[config.mk]
export PLATFORM = sky130hd
export DESIGN_NAME = branch_predict_unit
export DESIGN_NICKNAME = d
export VERILOG_FILES = /design/src/rtl/bp_pkg.sv /design/src/rtl/bp_entry_table.sv /design/src/rtl/branch_predict_unit.sv
export SDC_FILE = /design/constraint.sdc
export NUM_CORES = 1
export LEC_CHECK = 0
export ABC_AREA = 1
export BUFFER_PORTS_ARGS = -buffer_cell sky130_fd_sc_hd__buf_4
export CAP_MARGIN = 20
export CELL_PAD_IN_SITES_DETAIL_PLACEMENT = 0
export CELL_PAD_IN_SITES_GLOBAL_PLACEMENT = 2
export CORE_MARGIN = 10
export CORE_UTILIZATION = 37
export CTS_CLUSTER_DIAMETER = 30
export CTS_CLUSTER_SIZE = 12
export DETAILED_ROUTE_END_ITERATION = 7
export GPL_ROUTABILITY_DRIVEN = 0
export PLACE_DENSITY = 0.92
export SYNTH_ARGS = -nofsm -noshare
export SYNTH_HDL_FRONTEND = slang
export SYNTH_SLANG_ARGS = --single-unit
[constraint.sdc]
create_clock -name clk -period 3.7 [get_ports clk]
set_input_delay 0.74 -clock clk [delete_from_list [all_inputs] [get_ports clk]]
set_output_delay 0.74 -clock clk [all_outputs]
set_load 0.02 [all_outputs]
[src/rtl/bp_pkg.sv]
`default_nettype none
// ============================================================================
// Module      : bp_pkg
// Description : Shared types and constants for the branch predictor. Holds
//               the BHT/BTB entry layouts, the 2-bit counter encodings and a
//               saturating counter helper. The entry layouts are sized for
//               the default geometry (16-bit PC, 8 entries).
// Revision    : 1.0 - initial release
// ============================================================================
package bp_pkg;

    localparam int BP_PC_W    = 16;
    localparam int BP_INDEX_W = 3;
    // Tag covers every PC bit above the index; bit 0 is always zero.
    localparam int TAG_W      = BP_PC_W - BP_INDEX_W - 1;

    localparam logic [1:0] CTR_SNT = 2'b00;
    localparam logic [1:0] CTR_WNT = 2'b01;
    localparam logic [1:0] CTR_WT  = 2'b10;
    localparam logic [1:0] CTR_ST  = 2'b11;

    typedef struct packed {
        logic             valid;
        logic [TAG_W-1:0] tag;
        logic [1:0]       ctr;
    } bht_entry_t;

    typedef struct packed {
        logic        tvalid;
        logic [15:0] target;
    } btb_entry_t;

    localparam bht_entry_t BHT_RESET = '{valid: 1'b0, tag: '0, ctr: CTR_WNT};
    localparam btb_entry_t BTB_RESET = '{tvalid: 1'b0, target: '0};

    // Saturating step of a 2-bit direction counter.
    function automatic logic [1:0] ctr_next(input logic [1:0] ctr, input logic taken);
        logic [1:0] nxt;
        nxt = ctr;
        if (taken) begin
            if (ctr != CTR_ST) begin
                nxt = ctr + 2'b01;
            end
        end else begin
            if (ctr != CTR_SNT) begin
                nxt = ctr - 2'b01;
            end
        end
        return nxt;
    endfunction

endpackage
`default_nettype wire

[src/rtl/bp_entry_table.sv]
`default_nettype none
// ============================================================================
// Module      : bp_entry_table
// Description : Register-array table with synchronous clear.
//               Ports:
//                 clk, rst          - clock, synchronous active-high clear
//                 i_raddr / o_rdata - asynchronous lookup read port
//                 i_wen, i_waddr,
//                 i_wdata           - synchronous write port
//                 o_wold            - current contents at i_waddr, so the
//                                     write port can do read-modify-write
//               Clear has priority over a write in the same cycle.
// Revision    : 1.0 - initial release
// ============================================================================
module bp_entry_table #(
    parameter int               WIDTH   = 8,
    parameter int               ADDR_W  = 3,
    parameter logic [WIDTH-1:0] RST_VAL = '0
) (
    input  logic              clk,
    input  logic              rst,
    input  logic [ADDR_W-1:0] i_raddr,
    output logic [WIDTH-1:0]  o_rdata,
    input  logic              i_wen,
    input  logic [ADDR_W-1:0] i_waddr,
    input  logic [WIDTH-1:0]  i_wdata,
    output logic [WIDTH-1:0]  o_wold
);

    localparam int c_DEPTH = 1 << ADDR_W;

    logic [WIDTH-1:0] r_mem [c_DEPTH];

    always_ff @(posedge clk) begin
        if (rst) begin
            for (int i = 0; i < c_DEPTH; i++) begin
                r_mem[i] <= RST_VAL;
            end
        end else if (i_wen) begin
            r_mem[i_waddr] <= i_wdata;
        end
    end

    // No write-to-read bypass: reads always see pre-edge contents.
    assign o_rdata = r_mem[i_raddr];
    assign o_wold  = r_mem[i_waddr];

endmodule
`default_nettype wire

[src/rtl/branch_predict_unit.sv]
`default_nettype none
// ============================================================================
// Module      : branch_predict_unit
// Description : Direct-mapped dynamic branch predictor. A BHT of 2-bit
//               saturating counters plus a BTB of targets, looked up
//               combinationally by fetch and updated by decode.
//               Ports:
//                 clk, rst                  - clock, sync active-high reset
//                 enable, PC_curr           - fetch lookup
//                 prediction,
//                 predicted_target          - lookup result
//                 IF_ID_PC_curr             - resolving branch PC
//                 wen_BHT, actual_taken,
//                 mispredicted              - direction update
//                 wen_BTB, branch_target    - target update
//                 br_count, mispred_count   - saturating statistics
// Revision    : 1.0 - initial release
// ============================================================================
module branch_predict_unit
    import bp_pkg::*;
#(
    parameter int INDEX_W = BP_INDEX_W,
    parameter int PC_W    = BP_PC_W
) (
    input  logic            clk,
    input  logic            rst,
    input  logic            enable,
    input  logic [PC_W-1:0] PC_curr,
    output logic            prediction,
    output logic [PC_W-1:0] predicted_target,
    input  logic [PC_W-1:0] IF_ID_PC_curr,
    input  logic            wen_BHT,
    input  logic            actual_taken,
    input  logic            wen_BTB,
    input  logic [PC_W-1:0] branch_target,
    input  logic            mispredicted,
    output logic [15:0]     br_count,
    output logic [15:0]     mispred_count
);

    logic [INDEX_W-1:0] w_lk_idx;
    logic [TAG_W-1:0]   w_lk_tag;
    logic [INDEX_W-1:0] w_up_idx;
    logic [TAG_W-1:0]   w_up_tag;

    bht_entry_t w_lk_bht;
    bht_entry_t w_up_bht;
    bht_entry_t w_bht_wdata;
    btb_entry_t w_lk_btb;
    btb_entry_t w_up_btb;
    btb_entry_t w_btb_wdata;

    logic w_bht_wen;
    logic w_btb_wen;
    logic w_lk_hit;
    logic w_up_match;
    logic w_unused_bits;

    logic [15:0] r_br_count;
    logic [15:0] r_mispred_count;

    // PC bit 0 is always zero, so the index starts at bit 1.
    assign w_lk_idx = PC_curr[INDEX_W:1];
    assign w_lk_tag = PC_curr[PC_W-1:INDEX_W+1];
    assign w_up_idx = IF_ID_PC_curr[INDEX_W:1];
    assign w_up_tag = IF_ID_PC_curr[PC_W-1:INDEX_W+1];

    bp_entry_table #(
        .WIDTH   ($bits(bht_entry_t)),
        .ADDR_W  (INDEX_W),
        .RST_VAL (BHT_RESET)
    ) u_bht (
        .clk     (clk),
        .rst     (rst),
        .i_raddr (w_lk_idx),
        .o_rdata (w_lk_bht),
        .i_wen   (w_bht_wen),
        .i_waddr (w_up_idx),
        .i_wdata (w_bht_wdata),
        .o_wold  (w_up_bht)
    );

    bp_entry_table #(
        .WIDTH   ($bits(btb_entry_t)),
        .ADDR_W  (INDEX_W),
        .RST_VAL (BTB_RESET)
    ) u_btb (
        .clk     (clk),
        .rst     (rst),
        .i_raddr (w_lk_idx),
        .o_rdata (w_lk_btb),
        .i_wen   (w_btb_wen),
        .i_waddr (w_up_idx),
        .i_wdata (w_btb_wdata),
        .o_wold  (w_up_btb)
    );

    // ------------------------------------------------------------------
    // Lookup
    // ------------------------------------------------------------------
    assign w_lk_hit         = w_lk_bht.valid && (w_lk_bht.tag == w_lk_tag);
    assign prediction       = enable & w_lk_hit & w_lk_bht.ctr[1] & w_lk_btb.tvalid;
    assign predicted_target = prediction ? w_lk_btb.target : '0;

    // ------------------------------------------------------------------
    // Update / allocation
    // ------------------------------------------------------------------
    assign w_up_match = w_up_bht.valid && (w_up_bht.tag == w_up_tag);

    always_comb begin
        w_bht_wen   = 1'b0;
        w_bht_wdata = w_up_bht;
        w_btb_wen   = 1'b0;
        w_btb_wdata = w_up_btb;

        if (wen_BHT) begin
            w_bht_wen = 1'b1;
            if (w_up_match) begin
                w_bht_wdata.ctr = ctr_next(w_up_bht.ctr, actual_taken);
            end else begin
                w_bht_wdata.valid = 1'b1;
                w_bht_wdata.tag   = w_up_tag;
                w_bht_wdata.ctr   = actual_taken ? CTR_WT : CTR_WNT;
                // The old target belongs to the evicted branch; drop it
                // unless a fresh target is arriving this cycle.
                if (!wen_BTB) begin
                    w_btb_wen          = 1'b1;
                    w_btb_wdata.tvalid = 1'b0;
                end
            end
        end else if (wen_BTB && !w_up_match) begin
            // Target-only write to a foreign entry claims it as weakly taken.
            w_bht_wen         = 1'b1;
            w_bht_wdata.valid = 1'b1;
            w_bht_wdata.tag   = w_up_tag;
            w_bht_wdata.ctr   = CTR_WT;
        end

        if (wen_BTB) begin
            w_btb_wen          = 1'b1;
            w_btb_wdata.tvalid = 1'b1;
            w_btb_wdata.target = branch_target;
        end
    end

    // ------------------------------------------------------------------
    // Statistics
    // ------------------------------------------------------------------
    always_ff @(posedge clk) begin
        if (rst) begin
            r_br_count      <= '0;
            r_mispred_count <= '0;
        end else if (wen_BHT) begin
            if (r_br_count != 16'hFFFF) begin
                r_br_count <= r_br_count + 16'd1;
            end
            if (mispredicted && (r_mispred_count != 16'hFFFF)) begin
                r_mispred_count <= r_mispred_count + 16'd1;
            end
        end
    end

    assign br_count      = r_br_count;
    assign mispred_count = r_mispred_count;

    assign w_unused_bits = ^{PC_curr[0], IF_ID_PC_curr[0], w_lk_bht.ctr[0]};

endmodule
`default_nettype wire

# == Word level (Yosys, flattened, before mapping) ==
# Memories as Yosys holds them, arrays and structs flattened.
# Index checks and enable logic that the tools add are counted.
# totals
regBits,32
latch_bits,0
ramBits,256
rom_bits,0
input_bits,55
out_inout_bits,49
word_cells,62
n_memories,2
# mem_list
memory,depth,width,rd,rd_ports_with_merged_regs,write_ports,line,source
u_btb.r_mem,8,17,1,0,8,bp_entry_table.sv:32,logic [WIDTH-1:0] r_mem [c_DEPTH];
u_bht.r_mem,8,15,2,0,8,bp_entry_table.sv:32,
# op_classes
add_sub_neg,4
mul,0
n_div,0
order_cmp,0
n_eq_ne,8
shift,0
muxes,31
bitwise_logic,3
reduce_logical,12
# ops
cell,count
$mux 15,3
$mux 17,2
$add 16x1->16 const B,2
$ne 16x16->1 const B,2
$eq 12x12->1,2
$reduce_or 17->1,1
$mux 1,16
$mux 16,1
$reduce_or 15->1,1
$mux 13,1
$mux 2,6
$mux 3,2
$reduce_and 2->1,3
$logic_and 1x1->1,4
$ne 2x2->1 const B,2
$and 1x1->1,3
$ne 3x3->1 const B,1
$reduce_and 3->1,1
$add 2x1->2 const B,1
$reduce_bool 2->1,1
$sub 2x1->2 const B,1
$logic_not 1->1,1
$ne 1x1->1 const B,1

# == Logic depth before layout (Yosys ltp) ==
# Gate-level depths: netlist of the first run.
# An unclocked memory read counts as a cell.
# depth
ltp_word,12
ltp_mapped,20
depth_no_buf,19

# == Modules after synthesis ==
# From an unflattened synthesis of the first run, not the netlist that was laid out.
# hier_totals
cells_unflattened,2726
area_unflattened_um2,18652.9
# by_module_without_submodules
mod,n_inst,cells_each,area_each_um2,seq_area_each_um2
bp_entry_table (u_btb),1,1155,8229.1,4083.9
bp_entry_table (u_bht),1,1029,7369.6,3603.5
branch_predict_unit,1,542,3054.2,640.6

# == Worst setup path after synthesis of the first run ==
# OpenSTA, ideal clock, no wires.
# synth_path
kind,input -> output
startpoint,input PC_curr[2]
endpoint,output predicted_target[10]
arrival_time_ps,2537
required_time_ps,2960
setup_slack_ps,423
stages,13
path_buffers,4
cell_sequence,buf_2 > inv_1 > buf_2 > buf_2 > nand3_1 > nand3_1 > o21ai_0 > xnor2_1 > nand3_1 > nor2_1 > nand2_1 > clkbuf_1 > nor2_1
# synth_between
elab_chain_cells,7
word_cells_on_any_way,8
classes_between,eq/ne: 1; mux: 1; bitwise: 3; reduce/logical: 1; memory: 2
# synth_lines
element,line,source
from (decl),branch_predict_unit.sv:28,"input logic [PC_W-1:0] PC_curr,"
$mem_v2 8x15,-,
$eq 12x12->1,branch_predict_unit.sv:101,assign w_lk_hit = w_lk_bht.valid && (w_lk_bht.tag == w_lk_tag);
$logic_and 1x1->1,branch_predict_unit.sv:101,
$and 1x1->1 (3 in series),branch_predict_unit.sv:102,assign prediction = enable & w_lk_hit & w_lk_bht.ctr[1] & w_lk_btb.tvalid;
$mux 16 *,branch_predict_unit.sv:103,assign predicted_target = prediction ? w_lk_btb.target : '0;
to (decl),branch_predict_unit.sv:30,"output logic [PC_W-1:0] predicted_target,"
# Mark *: on every way between the ends. The rest lies on a longest branch, timed or not.

# == Worst setup path in the final report of the first run ==
# layout_path
startpoint,input PC_curr[2]
endpoint,output predicted_target[15]
# Same word-level chain as after synthesis.

==> metrics.md, run 1 <==
| Metric | Value |
|---|---|
| Number of synthesized register bits | 288 |
| Placed cells | 2,427 |
| Crit path time final | between 3 and 4 ns |
| Footprint of the multi-input gates | roughly 5400 µm² |
| Critical path launch point | PC_curr[2] |
| Biggest area consumer among synthesized cells | sky130_fd_sc_hd__edfxtp_1 |
| Number of port buffers | about 100 |
| Relative max-transition margin | between 50% and 60% |
| Via Count | 13,190 |
| RSZ-0062 raised after global routing | false |
| Min-Delay Path Class | flop to flop |
| Dominant register cell in the synthesized netlist | sky130_fd_sc_hd__edfxtp_1 |
| Number of sinks handled by clock tree synthesis | between 200 and 300 |
| Row Count | between 70 and 80 |
| Met3 Use GR | 3.414% |
| Number of distinct library cells after synthesis | 41 |
| Sequential area share after synthesis | between 50% and 60% |
| Utilization after layout | between 40% and 50% |
| Power density over the cells | roughly 580 nW/µm² |
| Largest cells by area after synthesis | sky130_fd_sc_hd__edfxtp_1 51%, sky130_fd_sc_hd__nor2_1 8.8%, sky130_fd_sc_hd__nand2_1 8.7% |
| DRT Pass-1 Iters | 5 |
| Global routing usage summed across all routing layers | a little under 20% |
| CORE AREA | ~40,000 µm² |
| Area fraction in compound gates after synthesis | a little over a tenth |
| R2r setup slk | between 0.9 and 1 ns |
| Most used routing layer in global routing | met2 |
| Signal arrival time at the worst endpoint | around 2.8 ns |
| Post-Syn Nets | 1,867 |
| Worst r2r dst | u_bht.r_mem[7][2]$_SDFFCE_PN0P_ |
| # Max-Cap Violations | 0 |
| Static leakage power | between 8 and 9 nW |
| Final layout net count | about 2,000 |
| Count of final setup violators | 0 |
| Hold path depth | 2 |
| Synth Area in Adders | less than 1% |
| Non-filler cells in the finished layout | about 2,600 |
| Dpl cell area | 16,880 µm² |
| Run status | completed |
| Die Span Y | 221.5 µm |
| Crit Path Max Fanout | 27 |
| # IOs | ~100 |
| Setup Buffers After CTS | 0 |
| Post-CTS Hold Fix Bufs | 0 |
| Crit path capture type | primary output |
| Fmax achieved | ~280 MHz |
| Required time reported for the critical path endpoint | around 3.0 ns |
| Reg-to-reg critical path startpoint | u_bht.r_mem[2][3]$_SDFFCE_PN0P_ |
| Transition time at the pin with the least slew margin | 0.5942 ns |
| Die X | approximately 220 µm |
| Via count of the first global-routing pass | ~13,000 |
| Post-route DRC violation count | 0 |
| Clock transition time at the flip-flop clock pins of the worst setup and hold paths | around 0.03 ns |
| Main combinational cell family by area after synthesis | simple AND/OR/NAND/NOR gates |
| Number of pins exceeding their max-slew limit in the final report | 0 |
| Average detailed-routed wire length per instance | 19.17 µm |
| Number of fill cells | roughly 3,700 |
| Global-route wire length before repair | between 70 and 80 mm |
| Antenna violations before repair | 0 |
| Fraction of met1 tracks used by global routing | between 20 and 25% |
| Starting density of the core | 37.65% |
| Maximum number of pins on one net before global-route repair | 66 |
| Yosys warning total | 0 |
| Share of post-route cells with drive strength above 1 | roughly 16% |
| Number of enable flip-flop cells after synthesis | between 200 and 300 |
| Worst hold path startpoint | mispred_count[3]$_SDFFE_PP0P_ |
| Final Skew | roughly 0.026 ns |
| Area growth syn-to-layout | 29.94% |
| TritonCTS clock tree | yes |
| Xor/xnor cell area share of the yosys netlist | 0.5246% |
| Post-synthesis simple-gate area fraction | between 20% and 30% |
| Global route total overflow | 0 |
| Global-route met2 utilization | between 30% and 40% |
| Count of antenna diodes in the layout | 0 |
| Share of the synthesized area in the top cell type | 51.16% |
| Post-synthesis cell count | roughly 1,800 |
| Post-detailed-route count of antenna-violating nets | 0 |
| Number of buffers on the longest clock path | 3 |
| Type of the worst setup path | primary input to primary output |
| Hold endpoint | mispred_count[3]$_SDFFE_PP0P_ |
| H-tree depth | 3 |
| Final routed wirelength across all metal layers | between 40 and 50 mm |
| Final non-filler cell area | 19,530 µm² |
| Hold violation count in the final report | 0 |
| Worst VDD drop | about 0.35 mV |
| Vias per cell | roughly 5 |
| Starting DRC count in detailed routing | ~1,100 |
| Crit share post-route | between 90 and 100% |
| Clock root buffer | sky130_fd_sc_hd__clkbuf_16 |
| Number of buffers added by the clock tree synthesis step | 75 |
| Total area of sequential cells | around 8300 µm² |
| Skew-Pair Late Insertion Delay | between 0.5 and 0.6 ns |
| Mux cell area share after synthesis | 0% |
| Fraction of registers with async set or reset after synthesis | 0% |
| Post-detailed-placement half-perimeter wirelength | a little over 30 mm |
| Cells on worst reg2reg path | 16 |
| Full die area | 49,070 µm² |
| Combined area of all synthesized cells | around 15,000 µm² |
| Syn_area_per_cell | slightly above 8 µm² |
| Total negative setup slack | 0 ns |
| Category of the worst setup path launch point | primary input |
[placed cells by master, fill, tap and decap left out, drive strengths merged, types with 4 or more instances in the layout]
cell type	n
a21oi	68
buf	175
bufinv	12
clkbuf	88
clkinv	41
dfxtp	32
edfxtp	256
inv	241
nand2	351
nand3	114
nand4	26
nor2	363
nor3	14
nor3b	7
o211ai	7
o21a	4
o21ai	195
o221ai	16
xnor2	6
[flip-flops by register name, indices dropped and copies added, names as in the netlist]
register	count
br_count	16
mispred_count	16
u_bht.r_mem	120
u_btb.r_mem	136
[per-layer routing]
layer	vias to the layer above	part of all wire, %
li1	6336	-
met1	6248	43
met2	521	47
met3	83	7.3
met4	0	2.8
met5	-	0
[layout make-up]
class | count | share of cell area [%]
sequential | 288 | 42.65
multi-input combinational | 1191 | 27.69
clock buffer | 87 | 10.11
timing repair buffer | 176 | 8.157
inverter | 248 | 4.793
tap | 525 | 3.364
clock inverter | 49 | 3.236
[synthesized netlist by cell type, types with 4 or more instances]
cell and instances:
sky130_fd_sc_hd__o21ai_0 192, sky130_fd_sc_hd__o21a_1 4, sky130_fd_sc_hd__dfxtp_1 32, sky130_fd_sc_hd__clkbuf_1 51, sky130_fd_sc_hd__buf_1 6, sky130_fd_sc_hd__o211ai_1 7
sky130_fd_sc_hd__nor2_4 8, sky130_fd_sc_hd__edfxtp_1 256, sky130_fd_sc_hd__nor3b_1 7, sky130_fd_sc_hd__clkinv_1 10, sky130_fd_sc_hd__o221ai_1 16, sky130_fd_sc_hd__xnor2_1 6
sky130_fd_sc_hd__nand3_1 114, sky130_fd_sc_hd__nor2_1 351, sky130_fd_sc_hd__nand4_1 26, sky130_fd_sc_hd__nand2_1 347, sky130_fd_sc_hd__inv_1 225, sky130_fd_sc_hd__a21oi_1 68
sky130_fd_sc_hd__buf_2 19, sky130_fd_sc_hd__inv_2 12, sky130_fd_sc_hd__nor2_2 4, sky130_fd_sc_hd__nor3_1 14, sky130_fd_sc_hd__buf_4 6
[what timing repair did]
action / CTS / global route
cloned: 0 / 1
resized for setup: 1 / 6
setup endpoints to repair: 2 / 16
pin swaps: 0 / 1
[logic make-up (layout without fill, tap and decap cells)]
group,after synthesis,after routing
buffers and inverters,331,560
AND/OR/NAND/NOR,885,885
flip-flops,288,288
XOR/XNOR,9,9
AO/OA/AOI/OAI,295,295
adder cells (fa/ha/maj),2,2
[stage by stage]
step                hold WS [ns]  worst slack [ns]  power, mW
floorplan                 0.5508            0.4233      4.341
global placement          0.4755           0.02329      4.734
global route              0.5283          0.009810      11.73
finish                    0.4986            0.1605      11.36
detailed placement        0.4945          0.002955      4.748
CTS                       0.4993           0.07760      11.43
[worst max path at each step]
stage                      endpoint  slack [ns]  cells after the start
6_report       predicted_target[15]        0.16                     13
5_1_grt         predicted_target[5]        0.01                     15
4_1_cts         predicted_target[5]        0.08                     15
3_5_place_dp    predicted_target[5]       0.003                     12
3_3_place_gp    predicted_target[9]        0.02                     12
2_1_floorplan  predicted_target[10]        0.42                     13
[power breakdown]
group	leakage (nW)	internal (mW)	switching (mW)
Sequential	2.81	3.72	0.0543
Combinational	4.44	0.291	0.641
Clock	1.27	4.64	2.01
Total	8.52	8.66	2.71
[worst max-delay path, cell delays in order]
cell                       delay [ns]
sky130_fd_sc_hd__buf_4           0.14
sky130_fd_sc_hd__clkinv_1        0.08
sky130_fd_sc_hd__buf_12          0.20
sky130_fd_sc_hd__nand4_1         0.15
sky130_fd_sc_hd__nand3_1         0.10
sky130_fd_sc_hd__nand2_1         0.05
sky130_fd_sc_hd__a21boi_0        0.44
sky130_fd_sc_hd__nand4_1         0.15
sky130_fd_sc_hd__nor2_1          0.14
sky130_fd_sc_hd__nand2_2         0.12
sky130_fd_sc_hd__buf_12          0.18
sky130_fd_sc_hd__nor2_1          0.13
sky130_fd_sc_hd__buf_4           0.16
Note: power is estimated with default switching activity, not from simulation.
==> run 2: changes to the inputs <==
--- a/config.mk
+++ b/config.mk
@@ -17,6 +17,8 @@
 export DETAILED_ROUTE_END_ITERATION = 7
 export GPL_ROUTABILITY_DRIVEN = 0
 export PLACE_DENSITY = 0.92
+export SKIP_LAST_GASP = 1
+export SLEW_MARGIN = 15
 export SYNTH_ARGS = -nofsm -noshare
 export SYNTH_HDL_FRONTEND = slang
 export SYNTH_SLANG_ARGS = --single-unit
==> constraint.sdc (replaced) <==
create_clock -name clk -period 3.7 [get_ports clk]
set_input_delay 0.74 -clock clk [delete_from_list [all_inputs] [get_ports clk]]
set_output_delay 0.74 -clock clk [all_outputs]
set_load 0.01 [all_outputs]
==> metrics.md, run 2 (same netlist as run 1, synthesis figures left out) <==
| Metric | Value |
|---|---|
| Placed cells | 2,428 |
| Final routed wirelength across all metal layers | between 40 and 50 mm |
| Via Count | ~13,000 |
| Area growth syn-to-layout | 30.27% |
| Clock transition time at the flip-flop clock pins of the worst setup and hold paths | 0.04 ns |
| Fmax achieved | between 200 and 300 MHz |
| Maximum cell stage delay along the critical path | just over 0.4 ns |
| Clock root buffer | sky130_fd_sc_hd__clkbuf_16 |
| Share of total power in combinational logic | slightly above 8% |
| Final setup slack of the worst path | around 0.17 ns |
| Registers with the most flip-flops | u_btb.r_mem x136, u_bht.r_mem x120 |
| # Max-Cap Violations | 0 |
| Most common cell after layout, fill and taps aside | sky130_fd_sc_hd__nor2_1 |
| H-tree depth | 3 |
| TritonCTS clock tree | yes |
| Worst VDD drop | just over 0.4 mV |
| Via count of the first global-routing pass | between 10,000 and 15,000 |
| Number of sinks handled by clock tree synthesis | ~290 |
| Number of flip-flops in the largest register | between 100 and 150 |
| Cell internal power dissipation | 8.672 mW |
| Relative max-transition margin | 59.40% |
| Antenna violations before repair | 0 |
| Post-route DRC violation count | 0 |
| Min-Delay Path Class | flop to flop |
| Register share of total power | about a third |
| List of cells traversed by the critical path | buf_4 > buf_12 > a21oi_1 > o21ai_0 > nand2_1 > o21ai_0 > xnor2_1 > nand3_1 > nor2_1 > nand2_1 > buf_12 > nor2_1 > buf_4 |
| Row Count | 73 |
| Starting density of the core | between 30 and 40% |
| Share of post-route cells with drive strength above 1 | 16.42% |
| Type of the worst setup path | primary input to primary output |
| Signal arrival time at the worst endpoint | 2.79 ns |
| Post-detailed-placement half-perimeter wirelength | 31.74 mm |
| Transition time at the pin with the least slew margin | 0.6026 ns |
| Final Skew | ~0.04 ns |
| Power density over the cells | 584.7 nW/µm² |
| Static leakage power | 8.488 nW |
| Total negative setup slack | 0 ns |
| Die Span Y | 221.5 µm |
| Number of buffers added by the clock tree synthesis step | 74 |
| Count of final setup violators | 0 |
| Run status | completed |
| Crit Path Max Fanout | 57 |
| Number of pins exceeding their max-slew limit in the final report | 0 |
| Crit path time final | ~3.5 ns |
| # IOs | 104 |
| Top reg by flops | u_btb.r_mem |
| Average detailed-routed wire length per instance | approximately 19 µm |
| Pre-CTS WS | approximately 0.15 ns |
| Commonest non-fill, non-tap cells in the layout | 351 x sky130_fd_sc_hd__nor2_1, 347 x sky130_fd_sc_hd__nand2_1, 256 x sky130_fd_sc_hd__edfxtp_1 |
| Vias per cell | ~5.2 |
| Post-detailed-route count of antenna-violating nets | 0 |
| Global-route wire length before repair | 74.46 mm |
| Switching share of power | approximately 24% |
| Non-filler cells in the finished layout | between 2,000 and 3,000 |
| Crit path capture type | primary output |
| Required time reported for the critical path endpoint | approximately 3 ns |
| CP max-delay cell | sky130_fd_sc_hd__o21ai_0 |
| Number of buffers on the longest clock path | 3 |
| Switching power total | between 2 and 3 mW |
| Global routing usage summed across all routing layers | around a fifth |
| RSZ-0062 raised after global routing | false |
| Full die area | between 40,000 and 50,000 µm² |
| CORE AREA | 39,910 µm² |
| Hold violation count in the final report | 0 |
| Maximum number of pins on one net before global-route repair | 65 |
| Skew-Pair Late Insertion Delay | slightly below 0.6 ns |
| Crit share post-route | 95.51% |
| Count of antenna diodes in the layout | 0 |
| Number of port buffers | 101 |
| Die X | around 220 µm |
| Starting DRC count in detailed routing | 1,092 |
| Utilization after layout | between 40% and 50% |
| Number of fill cells | 3,737 |
| DRT Pass-1 Iters | 5 |
| Final layout net count | 2,037 |
| Category of the worst setup path launch point | primary input |
| Global route total overflow | 0 |
| Part of the total power dissipated in the clock network | between 50 and 60% |
-- run 2: cell types whose count changed in the layout (fill, tap and decap cells not counted), moves of 2 or more --
cell / change
sky130_fd_sc_hd__clkinvlp_4: +14
sky130_fd_sc_hd__clkinv_2: -9
sky130_fd_sc_hd__clkinv_4: +2
sky130_fd_sc_hd__o21ai_0: +2
sky130_fd_sc_hd__o21ai_1: -2
sky130_fd_sc_hd__clkinv_8: -2
sky130_fd_sc_hd__clkinv_1: -7
-- run 2: layer usage --
| metal | up-vias | GRT usage [%] | wire length [µm] |
|---|---|---|---|
| li1 | 6338 | - | - |
| met4 | 0 | 7.697 | 1424 |
| met3 | 90 | 3.757 | 3288 |
| met5 | - | 0 | 0 |
| met1 | 6363 | 24.11 | 20730 |
| met2 | 465 | 32.50 | 24090 |
-- run 2: final timing paths --
path	startpoint	to	slack, ns	depth (start not counted)
worst max-delay path	PC_curr[1]	predicted_target[0]	0.17	13
worst min-delay path	br_count[0]$_SDFFE_PP0P_	br_count[0]$_SDFFE_PP0P_	0.49	1
worst max register to register	u_bht.r_mem[0][10]$_SDFFCE_PN0P_	u_bht.r_mem[6][2]$_SDFFCE_PN0P_	0.92	13
worst min register to register	br_count[0]$_SDFFE_PP0P_	br_count[0]$_SDFFE_PP0P_	0.49	1
-- run 2: critical path, delay by kind of cell --
kind / cells / cell delay (ns)
xor+xnor: 1 / 0.18
buf+inv: 4 / 0.69
compound gates: 3 / 0.59
simple gates: 5 / 0.54
-- run 2: cell type report --
type | count | area (µm²) | share of cell area [%]
timing repair buffer | 177 | 1613 | 8.239
sequential | 288 | 8328 | 42.54
clock inverter | 49 | 679.4 | 3.471
inverter | 248 | 935.9 | 4.781
clock buffer | 87 | 1962 | 10.02
tap | 525 | 656.9 | 3.356
multi-input combinational | 1191 | 5400 | 27.59
-- run 2: through the flow --
step | hold WS, ns | total power, mW | cell area, µm²
floorplan | 0.4996 | 4.338 | 15030
global placement | 0.4766 | 4.734 | 16900
detailed placement | 0.4819 | 4.752 | 16900
CTS | 0.4941 | 11.53 | 19550
global route | 0.5269 | 11.82 | 19580
finish | 0.4889 | 11.45 | 19580
-- run 2: what timing repair did --
| item | CTS | global route |
|---|---|---|
| setup endpoints to repair | 0 | 16 |
| buffers inserted | 0 | 0 |
| gates resized for setup | 0 | 4 |
| hold buffers | 0 | 0 |
-- run 2: power groups by stage --
stage / logic [mW] / clock network (mW) / registers (mW)
floorplan: 0.524 / 0 / 3.81
global placement: 0.911 / 0 / 3.82
detailed placement: 0.922 / 0 / 3.83
CTS: 0.925 / 6.82 / 3.78
global route: 1.02 / 7.01 / 3.79
finish: 0.928 / 6.74 / 3.78
